`src/rtl/nested_loop_index_gen.sv`:
```
// Sequential outer/inner loop walker streaming (i, j) pairs over valid/ready.
// Define NESTED_LOOP_SKIP_EN to suppress pair (1, 1) with continue semantics.
//
// state | meaning
// IDLE  | waiting for in_start, limits and count held
// RUN   | presenting pairs, advancing on handshake or skip cycle
// DONE  | one-cycle out_done pulse, then back to IDLE
module nested_loop_index_gen #(
    parameter int W  = 2,
    parameter int CW = 2 * W
) (
    input  logic          clk,
    input  logic          rst_n,
    input  logic          in_start,
    input  logic [W-1:0]  in_outer_limit,
    input  logic [W-1:0]  in_inner_limit,
    output logic          out_busy,
    output logic          out_valid,
    input  logic          in_ready,
    output logic [W-1:0]  out_i,
    output logic [W-1:0]  out_j,
    output logic [CW-1:0] out_count,
    output logic          out_done
);

    localparam logic [1:0] IDLE = 2'd0;
    localparam logic [1:0] RUN  = 2'd1;
    localparam logic [1:0] DONE = 2'd2;

    logic [1:0]    rst_sync;
    logic          rst_int_n;
    logic [1:0]    state;
    logic [W-1:0]  i_q;
    logic [W-1:0]  j_q;
    logic [W-1:0]  lim_outer;
    logic [W-1:0]  lim_inner;
    logic [CW-1:0] count_q;
    logic          skip;
    logic          handshake;
    logic          advance;
    logic          j_wrap;
    logic          last_pair;

    // Assertion reaches the core at once; release is retimed to clk.
    always_ff @(posedge clk or negedge rst_n) begin
        if (!rst_n) begin
            rst_sync <= 2'b00;
        end else begin
            rst_sync <= {rst_sync[0], 1'b1};
        end
    end

    assign rst_int_n = rst_sync[1];

`ifdef NESTED_LOOP_SKIP_EN
    assign skip = (state == RUN) && (i_q == W'(1)) && (j_q == W'(1));
`else
    assign skip = 1'b0;
`endif

    assign out_valid = (state == RUN) && !skip;
    assign out_busy  = (state == RUN);
    assign out_done  = (state == DONE);
    assign out_i     = i_q;
    assign out_j     = j_q;
    assign out_count = count_q;

    assign handshake = out_valid && in_ready;
    assign advance   = (state == RUN) && (handshake || skip);

    // Compares widened by one bit so a limit of 2^W-1 cannot wrap.
    assign j_wrap    = ({1'b0, j_q} == {1'b0, lim_inner});
    assign last_pair = j_wrap && (({1'b0, i_q} + (W+1)'(1)) == {1'b0, lim_outer});

    always_ff @(posedge clk or negedge rst_int_n) begin
        if (!rst_int_n) begin
            state     <= IDLE;
            i_q       <= '0;
            j_q       <= W'(1);
            lim_outer <= '0;
            lim_inner <= '0;
            count_q   <= '0;
        end else begin
            case (state)
                IDLE: begin
                    if (in_start) begin
                        lim_outer <= in_outer_limit;
                        lim_inner <= in_inner_limit;
                        count_q   <= '0;
                        i_q       <= '0;
                        j_q       <= W'(1);
                        if ((in_outer_limit == '0) || (in_inner_limit == '0)) begin
                            state <= DONE;
                        end else begin
                            state <= RUN;
                        end
                    end
                end
                RUN: begin
                    if (handshake) begin
                        count_q <= count_q + CW'(1);
                    end
                    if (advance) begin
                        if (last_pair) begin
                            state <= DONE;
                        end else if (j_wrap) begin
                            j_q <= W'(1);
                            i_q <= i_q + W'(1);
                        end else begin
                            j_q <= j_q + W'(1);
                        end
                    end
                end
                DONE: begin
                    state <= IDLE;
                end
                default: begin
                    state <= IDLE;
                end
            endcase
        end
    end

endmodule

```
`config.mk`:
```
export PLATFORM = sky130hd
export DESIGN_NAME = nested_loop_index_gen
export DESIGN_NICKNAME = d
export VERILOG_FILES = /design/src/rtl/nested_loop_index_gen.sv
export SDC_FILE = /design/constraint.sdc
export NUM_CORES = 1
export LEC_CHECK = 0
export CAP_MARGIN = 20
export CORE_UTILIZATION = 51
export CTS_BUF_LIST = sky130_fd_sc_hd__clkbuf_16
export CTS_CLUSTER_DIAMETER = 30
export DETAILED_ROUTE_END_ITERATION = 10
export MAX_ROUTING_LAYER = met4
export PLACE_DENSITY = 0.79
export SYNTH_ARGS = -nofsm -noshare
export SYNTH_HDL_FRONTEND = slang
export SYNTH_SLANG_ARGS = --single-unit
```
`constraint.sdc`:
```
create_clock -name clk -period 2.8 [get_ports clk]
set_input_delay 0.84 -clock clk [delete_from_list [all_inputs] [get_ports clk]]
set_output_delay 0.84 -clock clk [all_outputs]
set_load 0.01 [all_outputs]
```
Yosys cells after proc, flatten, opt, wreduce, memory -nomap -nowiden:

Cells that the tools add are included.

* latch bits: 0
* memory bits (writable): 0
* word-level logic and storage cells: 52
* memories: 0
* output and inout bits: 11
* bits in read-only memories: 0
* register bits: 16
* input port bits: 8

* mux-type cells: 18
* $mul: 0
* shift-type cells: 0
* equal/unequal tests: 10
* bitwise logic cells: 0
* add/sub/neg operators: 4
* reductions and logical operators: 13
* div/mod/pow operators: 0
* $lt $le $gt $ge: 0

Operator list (count)
* $mux 2: 12
* $pmux 2 s2: 3
* $mux 4: 2
* $ne 2x1->1 const B: 4
* $pmux 4 s2: 1
* $logic_not 2->1: 3
* $reduce_and 3->1: 2
* $reduce_and 5->1: 1
* $add 2x1->2 const B: 2
* $add 4x1->4 const B: 1
* $ne 2x2->1 const B: 2
* $reduce_and 4->1: 1
* $add 2x1->3 const B: 1
* $eq 3x2->1: 1
* $logic_and 1x1->1: 3
* $eq 2x1->1 const B: 1
* $eq 2x2->1: 1
* $eq 2x2->1 const B: 1
* $reduce_and 2->1: 1
* $reduce_bool 2->1: 1
* $logic_or 1x1->1: 1

Depth between registers and ports, before layout:

Gate-level depths: netlist of the first run.

* word-level depth: 6
* gate-level depth with buffers: 5
* gate-level depth less buffers: 5

Worst setup path after synthesis of the first run:

OpenSTA, ideal clock, no wires.

* path type: input port to flip-flop
* start point: in in_start
* end point: reg i_q[0], in the netlist out_i[0]
* buffers on the path: 0
* data required time: 2.672 ns
* stages on the path: 4
* setup time: 0.128 ns
* data arrival time: 1.820 ns
* setup slack: 0.853 ns
* cell sequence: nor3b_4 nor2_2 nor3_2 mux2_1

* longest elaborated chain between the ends: 2

RTL lines
* from (decl): line 14 `input logic in_start,`
* $ne 2x2->1 (no line)
* $reduce_and 5->1 (no line)
* to (signal assigned): line 108 `i_q <= i_q + W'(1);`
* to (decl): line 33 `logic [W-1:0] i_q;`

Every way passes these cells.
A chain may end at the register's enable or synchronous reset.

Final worst setup path of the first run:

* start point: reg state[0]
* end point: out out_valid

* longest elaborated chain between the ends: 1

RTL lines
* from (decl): line 32 `logic [1:0] state;`
* from (signal assigned): line 77 `state <= IDLE;`
* from (signal assigned): line 93 `state <= DONE;`
* from (signal assigned): line 95 `state <= RUN;`
* $eq 2x1->1: line 61 `assign out_valid = (state == RUN) && !skip;`
* to (decl): line 18 `output logic out_valid,`

Every way passes these cells.

==> results.sh, run 1 <==
export IMPL_dp_cells=102
export IMPL_cp_arrival_ns=1.65
export IMPL_synthesis_instances=70
export IMPL_grt_total_usage_pct=18.9
export IMPL_seqCellArea_sq_um=402
export IMPL_path_clk_slew_ns=0.05
export IMPL_synthArstFlopShare_pct=100
export IMPL_ir_drop_mv=0.734
export IMPL_clockBufferDepth=2
export IMPL_grt_max_degree=15
export IMPL_crit_type="reg2out"
export IMPL_hold_viol_final=0
export IMPL_multiInputGateArea_sq_um=365
export IMPL_crit_path_end_kind="output pin"
export IMPL_synth_top_area_share_pct=46.9
export IMPL_cts_sinks=16
export IMPL_area_growth_synth_to_final_pct=33.3
export IMPL_hold_class="reg2async"
export IMPL_max_freq_mhz=401
export IMPL_wl_per_cell_um=13.2
export IMPL_cts_htree_levels=1
export IMPL_hold_ws_ns=0.228
export IMPL_p_seq_share_pct=34.0
export IMPL_slew_headroom_pct=63.0
export IMPL_rsz0062_at_grt="false"
export IMPL_place_hpwl_um=1020
export IMPL_antenna_found_initial=0
export IMPL_worst_slew_pin_slew_ns=0.555
export IMPL_p_leak_nw=0.482
export IMPL_placementRows=13
export IMPL_drt_iter0_drc=7
export IMPL_setup_violations=0
export IMPL_nNetsFinal=102
export IMPL_p_comb_share_pct=44.4
export IMPL_synth_area_leaders="dfrtp_1 (47%), mux2_2 (7.0%), dfstp_2 (3.3%)"
export IMPL_synth_area_sq_um=801
export IMPL_start_util_pct=57.9
export IMPL_yosysUniqueCellTypes=35
export IMPL_cp_start_kind="flip-flop"
export IMPL_power_density_mw_per_mm2=1180
export IMPL_port_buffer_count=18
export IMPL_antenna_cells=0
export IMPL_synth_seq_cells=16
export IMPL_die_y_um=41.6
export IMPL_yosys_most_used_dff="dfrtp_1"
export IMPL_numCtsBuffers=3
export IMPL_core_region_area_sq_mm=0.00138
export IMPL_cts_resized_gates=0
export IMPL_syn_avg_cell_area_sq_um=11.4
export IMPL_cts_setup_buffers=0
export IMPL_clkPwrFrac_pct=21.7
export IMPL_path_max_fanout=7
export IMPL_ys_seq_area_share_pct=50.2
export IMPL_fin_crit_sh_pct=89.1
export IMPL_insertion_delay_ns=0.24
export IMPL_required_ns=1.96
export IMPL_fin_skew_ns=0.00151
export IMPL_drv_cap=0
export IMPL_period_needed_ns=2.49
export IMPL_p_switching_mw=0.433
export IMPL_n_fill_cell=92
export IMPL_yosysTopAreaCell="dfrtp_1"
export IMPL_switching_share_pct=34.3
export IMPL_first_pass_iters=4
export IMPL_cts_root_buf="clkbuf_16"
export IMPL_io_pins=19
export IMPL_ant_nets=0
export IMPL_route_detailed_drc=0
export IMPL_vias=585
export IMPL_place_congestion=0.836
export IMPL_grt_overflow=0
export IMPL_setup_slack_ns=0.306
export IMPL_internal_power_mw=0.829
export IMPL_p_total_mw=1.26
export IMPL_status="finished, final reports clean"
export IMPL_syn_nets=80
export IMPL_slew_violations=0
export IMPL_die_width_um=41.6
export IMPL_routed_wl_um=1400
export IMPL_die_area_sq_mm=0.00173
export IMPL_cts_hold_buf=0
export IMPL_tritoncts="built"
export IMPL_yosys_warnings=0
export IMPL_fin_tns_setup_ns=0
export IMPL_synth_edf_count=0
export IMPL_final_instance_count_excl_fill=106
export IMPL_dpl_worst_slack_ns=0.328
export IMPL_grt_pass1_wl_um=2410
export IMPL_viasPerCell=5.52
export IMPL_grt_pass1_vias=566
export IMPL_final_layout_size_suffix_gt1_share_pct=16.5
-- state kept, by name, summed over array words and instances, names as in the netlist --
| name | count |
|---|---|
| state | 2 |
| out_count | 4 |
| lim_outer | 2 |
| lim_inner | 2 |
| rst_sync | 2 |
| out_i | 2 |
| out_j | 2 |
-- synth_stat cells (2+ instances only) --
master   number
o31ai_1       2
nor2_1        4
nand2_1       5
ha_1          2
dfrtp_1      15
inv_1         4
xor2_1        3
mux2_2        5
xnor2_1       3
a21oi_1       2
-- stage by stage --
| step | utilization [%] | instance area [sq um] |
|---|---|---|
| CTS | 77.2 | 1070 |
| detailed placement | 71.5 | 988 |
| floorplan | - | 801 |
| global route | 77.2 | 1070 |
| global placement | 71.5 | 988 |
| finish | 77.2 | 1070 |
-- kinds of logic (layout without fill, tap and decap cells) --
kind of cell / count (synthesis) / in the layout / synth area share, %
mux: 7 / 7 / 9.69
xor+xnor: 6 / 6 / 6.56
flops: 16 / 16 / 50.2
simple gates: 23 / 23 / 18.0
other cells: 1 / 1 / 0.468
compound gates: 9 / 9 / 7.81
buf+inv: 6 / 27 / 4.22
fa+ha+maj: 2 / 2 / 3.12
-- layout by cell type, fill, tap and decap left out, types with 2 or more instances in the layout --
cell type / synthesis / final
a21oi_1: 2 / 2
clkbuf_16: 0 / 3
clkdlybuf4s50_1: 0 / 18
dfrtp_1: 15 / 15
ha_1: 2 / 2
inv_1: 4 / 4
mux2_2: 5 / 5
nand2_1: 5 / 5
nor2_1: 4 / 4
o31ai_1: 2 / 2
xnor2_1: 3 / 3
xor2_1: 3 / 3
-- critical path, cell delays in order (launching register included) --
cell             delay [ns]
dfrtp_1                0.47
or2b_1                 0.30
inv_1                  0.10
clkdlybuf4s50_1        0.54
-- layer usage --
layer	up-vias	share of wire [%]	GRT usage [%]	wire length, um
li1	282	-	-	-
met4	0	1.6	9.68	22
met3	4	3.9	3.91	54
met2	20	48	28.7	672
met1	279	46	23.7	647
met5	-	0	-	0
-- worst paths after layout --
path	startpoint	endpoint	slack, ns	cells past startpoint
max	state[0]	out_valid	0.31	3
min	rst_sync[1]	lim_outer[0]	0.23	0
max reg2reg	out_i[0]	state[1]	0.92	5
min reg2reg	rst_sync[1]	lim_outer[0]	0.23	0
max in group asynchronous	rst_n	rst_sync[1]	1.93	1
min in group clk	rst_sync[0]	rst_sync[1]	0.35	0
-- layout make-up --
type,count,share of cell area (%)
multi-input cells,48,34.2
inverters,4,1.41
clock inverters,1,0.352
well taps,15,1.76
repair buffers,19,17.6
clock buffers,3,7.03
flip-flops and latches,16,37.6
-- power groups by stage --
stage                     Sequential, mW  Combinational (mW)  Clock, mW
after detailed placement           0.429               0.556          0
after global placement             0.427               0.547          0
final                              0.429               0.560      0.273
after floorplan                    0.429               0.365          0
after CTS                          0.427               0.566      0.279
after global routing               0.442               0.609      0.286
Power figures use the tool's default switching activity.
==> inputs of run 2 (changes only) <==
Settings changed: GPL_TIMING_DRIVEN set to 0, SLEW_MARGIN set to 20.
Clock period 2.8 ns to 3.1 ns, I/O delays scaled along.
==> results.sh, run 2 (same netlist as run 1, synthesis figures left out) <==
export IMPL_status="finished, final reports clean"
export IMPL_grt_overflow=0
export IMPL_routed_wl_um=1370
export IMPL_fin_util_pct=78.0
export IMPL_place_hpwl_um=1040
export IMPL_tritoncts="built"
export IMPL_setup_violations=0
export IMPL_layout_common_cells="clkdlybuf4s50_1 (18), dfrtp_1 (15), mux2_2 (5), nand2_1 (5)"
export IMPL_route_detailed_drc=0
export IMPL_largest_reg_flops=4
export IMPL_place_congestion=0.753
export IMPL_antenna_cells=0
export IMPL_n_fill_cell=84
export IMPL_first_pass_iters=4
export IMPL_hold_viol_final=0
export IMPL_fin_skew_ns=0.00201
export IMPL_fin_crit_sh_pct=86.9
export IMPL_ant_nets=0
export IMPL_area_growth_synth_to_final_pct=34.7
export IMPL_numCtsBuffers=3
export IMPL_cts_setup_buffers=0
export IMPL_vias=589
export IMPL_slew_headroom_pct=63.7
export IMPL_layout_commonest_cell="clkdlybuf4s50_1"
export IMPL_wl_per_cell_um=12.8
export IMPL_viasPerCell=5.50
export IMPL_p_leak_nw=0.488
export IMPL_path_clk_slew_ns=0.05
export IMPL_start_util_pct=57.9
export IMPL_required_ns=2.17
export IMPL_insertion_delay_ns=0.24
export IMPL_die_y_um=41.6
export IMPL_path_max_fanout=7
export IMPL_final_layout_size_suffix_gt1_share_pct=17.4
export IMPL_nNetsFinal=103
export IMPL_p_total_mw=1.16
export IMPL_clockBufferDepth=2
export IMPL_core_region_area_sq_mm=0.00138
export IMPL_io_pins=19
export IMPL_cp_arrival_ns=1.76
export IMPL_drt_iter0_drc=13
export IMPL_grt_max_degree=15
export IMPL_startpoint="state[0]"
export IMPL_grt_pass1_wl_um=2640
export IMPL_ir_drop_mv=0.624
export IMPL_placementRows=13
export IMPL_die_area_sq_mm=0.00173
export IMPL_port_buffer_count=18
export IMPL_cp_start_kind="flip-flop"
export IMPL_crit_type="reg2out"
export IMPL_grt_total_usage_pct=20.5
export IMPL_slew_violations=0
export IMPL_drv_cap=0
export IMPL_final_instance_count_excl_fill=107
export IMPL_antenna_found_initial=0
export IMPL_path_cells="or2b_1, inv_1, buf_4, clkdlybuf4s50_1"
export IMPL_max_freq_mhz=371
export IMPL_die_width_um=41.6
export IMPL_worst_path_largest_cell_delay_ns=0.53
export IMPL_cts_resized_gates=0
export IMPL_dp_cells=103
export IMPL_cts_htree_levels=1
export IMPL_cts_root_buf="clkbuf_16"
export IMPL_period_needed_ns=2.69
export IMPL_power_density_mw_per_mm2=1070
export IMPL_hold_ws_ns=0.222
export IMPL_multiInputGateArea_sq_um=365
export IMPL_r2r_start="out_i[0]"
export IMPL_grt_pass1_vias=598
export IMPL_fin_tns_setup_ns=0
export IMPL_worst_slew_pin_slew_ns=0.544
export IMPL_crit_path_end_kind="output pin"
export IMPL_cp_slowest_cell="clkdlybuf4s50_1"
export IMPL_rsz0062_at_grt="false"
export IMPL_cts_hold_buf=0
export IMPL_seqCellArea_sq_um=402
export IMPL_cts_sinks=16
export IMPL_cp_num_buf_inv=3
export IMPL_cpLargestDelayFamily="buffers and inverters"
export IMPL_hold_class="reg2async"
run 2: cell count changes in the layout (fill, tap and decap cells not counted), sizes merged:
cell,before,now
buf,1,2
run 2: worst paths after layout:
check                      cells after the start  slack [ns]           to
setup reg to reg                               5        1.19     state[1]
setup / recovery                               4        0.41    out_valid
hold / removal                                 0        0.22     out_i[0]
hold reg to reg                                0        0.22     out_i[0]
min in group clk                               0        0.36  rst_sync[1]
max in group asynchronous                      1        2.14  rst_sync[0]
run 2: worst reg2reg max path, cell delays in order, from the launching register on:
cell,delay [ns]
dfrtp_1,0.42
ha_1,0.35
xor2_1,0.16
or3_1,0.40
o31ai_1,0.32
nor2b_1,0.18
run 2: power by group:
part	internal [mW]	switching, mW	total, mW
logic	0.296	0.230	0.526
clock network	0.171	0.0768	0.248
registers	0.294	0.0886	0.382
run 2: area by class of cell:
type | instances | share of cell area [%]
Timing Repair Buffer | 18 | 16.7
Tap cell | 15 | 1.74
Buffer | 2 | 1.74
Clock inverter | 1 | 0.348
Inverter | 4 | 1.39
Multi-Input combinational cell | 48 | 33.9
Sequential cell | 16 | 37.2
Clock buffer | 3 | 6.96
run 2: stage by stage:
stage	area [sq um]	setup WS (ns)
2_1_floorplan	801	1.06
3_3_place_gp	1000	0.375
3_5_place_dp	1000	0.373
4_1_cts	1080	0.399
5_1_grt	1080	0.328
6_report	1080	0.407
run 2: per-layer routing:
metal | vias to the layer above | track usage [%] | share of wire [%] | wire [um]
met1 | 281 | 25.6 | 44 | 605
met4 | 0 | 9.68 | 2.0 | 28
li1 | 286 | - | - | -
met3 | 5 | 5.22 | 4.4 | 61
met5 | - | - | 0 | 0
met2 | 17 | 31.3 | 49 | 675
==> inputs of run 3 (changes only) <==
Settings changed: CORE_MARGIN set to 1.5.
==> results.sh, run 3 (same netlist as run 1, synthesis figures left out) <==
export IMPL_nNetsFinal=103
export IMPL_max_freq_mhz=374
export IMPL_power_density_mw_per_mm2=1070
export IMPL_route_detailed_drc=0
export IMPL_cts_resized_gates=0
export IMPL_r2r_start="out_i[0]"
export IMPL_p_total_mw=1.15
export IMPL_rsz0062_at_grt="false"
export IMPL_cts_hold_buf=0
export IMPL_layout_commonest_cell="clkdlybuf4s50_1"
export IMPL_io_pins=19
export IMPL_place_congestion=0.688
export IMPL_viasPerCell=5.35
export IMPL_wl_met2_um=709
export IMPL_core_region_area_sq_mm=0.00149
export IMPL_port_buffer_count=18
export IMPL_hold_class="reg2async"
export IMPL_period_needed_ns=2.67
export IMPL_startpoint="state[0]"
export IMPL_grt_overflow=0
export IMPL_tritoncts="built"
export IMPL_setup_violations=0
export IMPL_hold_ws_ns=0.228
export IMPL_antenna_found_initial=0
export IMPL_drt_iter0_drc=11
export IMPL_final_instance_count_excl_fill=108
export IMPL_m1WireLength_um=683
export IMPL_ir_drop_mv=0.641
export IMPL_cts_htree_levels=1
export IMPL_cts_setup_buffers=0
export IMPL_largest_reg_flops=4
export IMPL_insertion_delay_ns=0.24
export IMPL_area_growth_synth_to_final_pct=34.8
export IMPL_cts_root_buf="clkbuf_16"
export IMPL_cp_start_kind="flip-flop"
export IMPL_final_layout_size_suffix_gt1_share_pct=17.4
export IMPL_grt_max_degree=15
export IMPL_cts_sinks=16
export IMPL_placed_cell_area_sq_mm=0.00100
export IMPL_numCtsBuffers=3
export IMPL_wl_per_cell_um=13.6
export IMPL_grt_pass1_wl_um=2660
export IMPL_place_hpwl_um=1060
export IMPL_worst_slew_pin_slew_ns=0.557
export IMPL_required_ns=2.17
export IMPL_ant_nets=0
export IMPL_fin_crit_sh_pct=86.3
export IMPL_slew_violations=0
export IMPL_antenna_cells=0
export IMPL_p_leak_nw=0.488
export IMPL_drv_cap=0
export IMPL_path_max_fanout=7
export IMPL_cp_arrival_ns=1.74
export IMPL_crit_path_end_kind="output pin"
export IMPL_die_width_um=42.6
export IMPL_start_util_pct=53.8
export IMPL_path_clk_slew_ns=0.05
export IMPL_fin_skew_ns=0.00111
export IMPL_vias=578
export IMPL_die_y_um=42.6
export IMPL_slew_headroom_pct=62.9
export IMPL_n_fill_cell=109
export IMPL_placementRows=14
export IMPL_crit_type="reg2out"
export IMPL_grt_total_usage_pct=20.8
export IMPL_first_pass_iters=2
export IMPL_die_area_sq_mm=0.00182
export IMPL_final_area_sq_mm=0.00108
export IMPL_status="finished, final reports clean"
export IMPL_grt_pass1_vias=568
export IMPL_routed_wl_um=1470
export IMPL_clockBufferDepth=2
export IMPL_top_layer_used="met4"
export IMPL_r2r_cells=5
export IMPL_layout_common_cells="clkdlybuf4s50_1 (18), dfrtp_1 (15), mux2_2 (5), nand2_1 (5)"
export IMPL_met3_length_um=57
export IMPL_hold_viol_final=0
export IMPL_fin_tns_setup_ns=0
export IMPL_dp_cells=104
[run 3: cell counts in the layout (fill, tap and decap cells not counted)]
No cell type changed its count.
[run 3: worst max-delay path, stage by stage, from the launching register on]
cell,delay (ns)
dfrtp_1,0.47
or2b_1,0.30
inv_1,0.10
buf_4,0.11
clkdlybuf4s50_1,0.52
[run 3: layout make-up]
type                    instances  area [sq um]  share of cell area, %
multi-input cells              48           365                   33.8
flip-flops and latches         16           402                   37.2
well taps                      16          20.0                   1.85
repair buffers                 18           180                   16.7
inverters                       4          15.0                   1.39
clock inverters                 1          3.75                  0.348
clock buffers                   3          75.1                   6.95
plain buffers                   2          18.8                   1.74
[run 3: path summary, 6_finish.rpt]
path | endpoint | slack [ns]
setup reg to reg | out_i[0] | 1.26
max in group asynchronous | rst_sync[1] | 2.13
setup / recovery | out_valid | 0.43
hold / removal | out_count[3] | 0.23
min in group clk | rst_sync[1] | 0.36
hold reg to reg | out_count[3] | 0.23
[run 3: layer usage]
metal | vias up | global-route usage, %
met2 | 12 | 29.1
li1 | 284 | -
met5 | - | -
met4 | 0 | 11.3
met3 | 4 | 4.31
met1 | 278 | 28.1
[run 3: through the flow]
| stage | utilization (%) | setup WS, ns |
|---|---|---|
| finish | 72.5 | 0.425 |
| global route | 72.5 | 0.356 |
| CTS | 72.5 | 0.418 |
| detailed placement | 67.2 | 0.317 |
| global placement | 67.2 | 0.380 |
| floorplan | - | 1.06 |
[run 3: report_power, final]
part	internal [mW]	total, mW	switching, mW
registers	0.294	0.385	0.0913
clock network	0.171	0.247	0.0766
logic	0.296	0.522	0.226
total	0.761	1.15	0.394
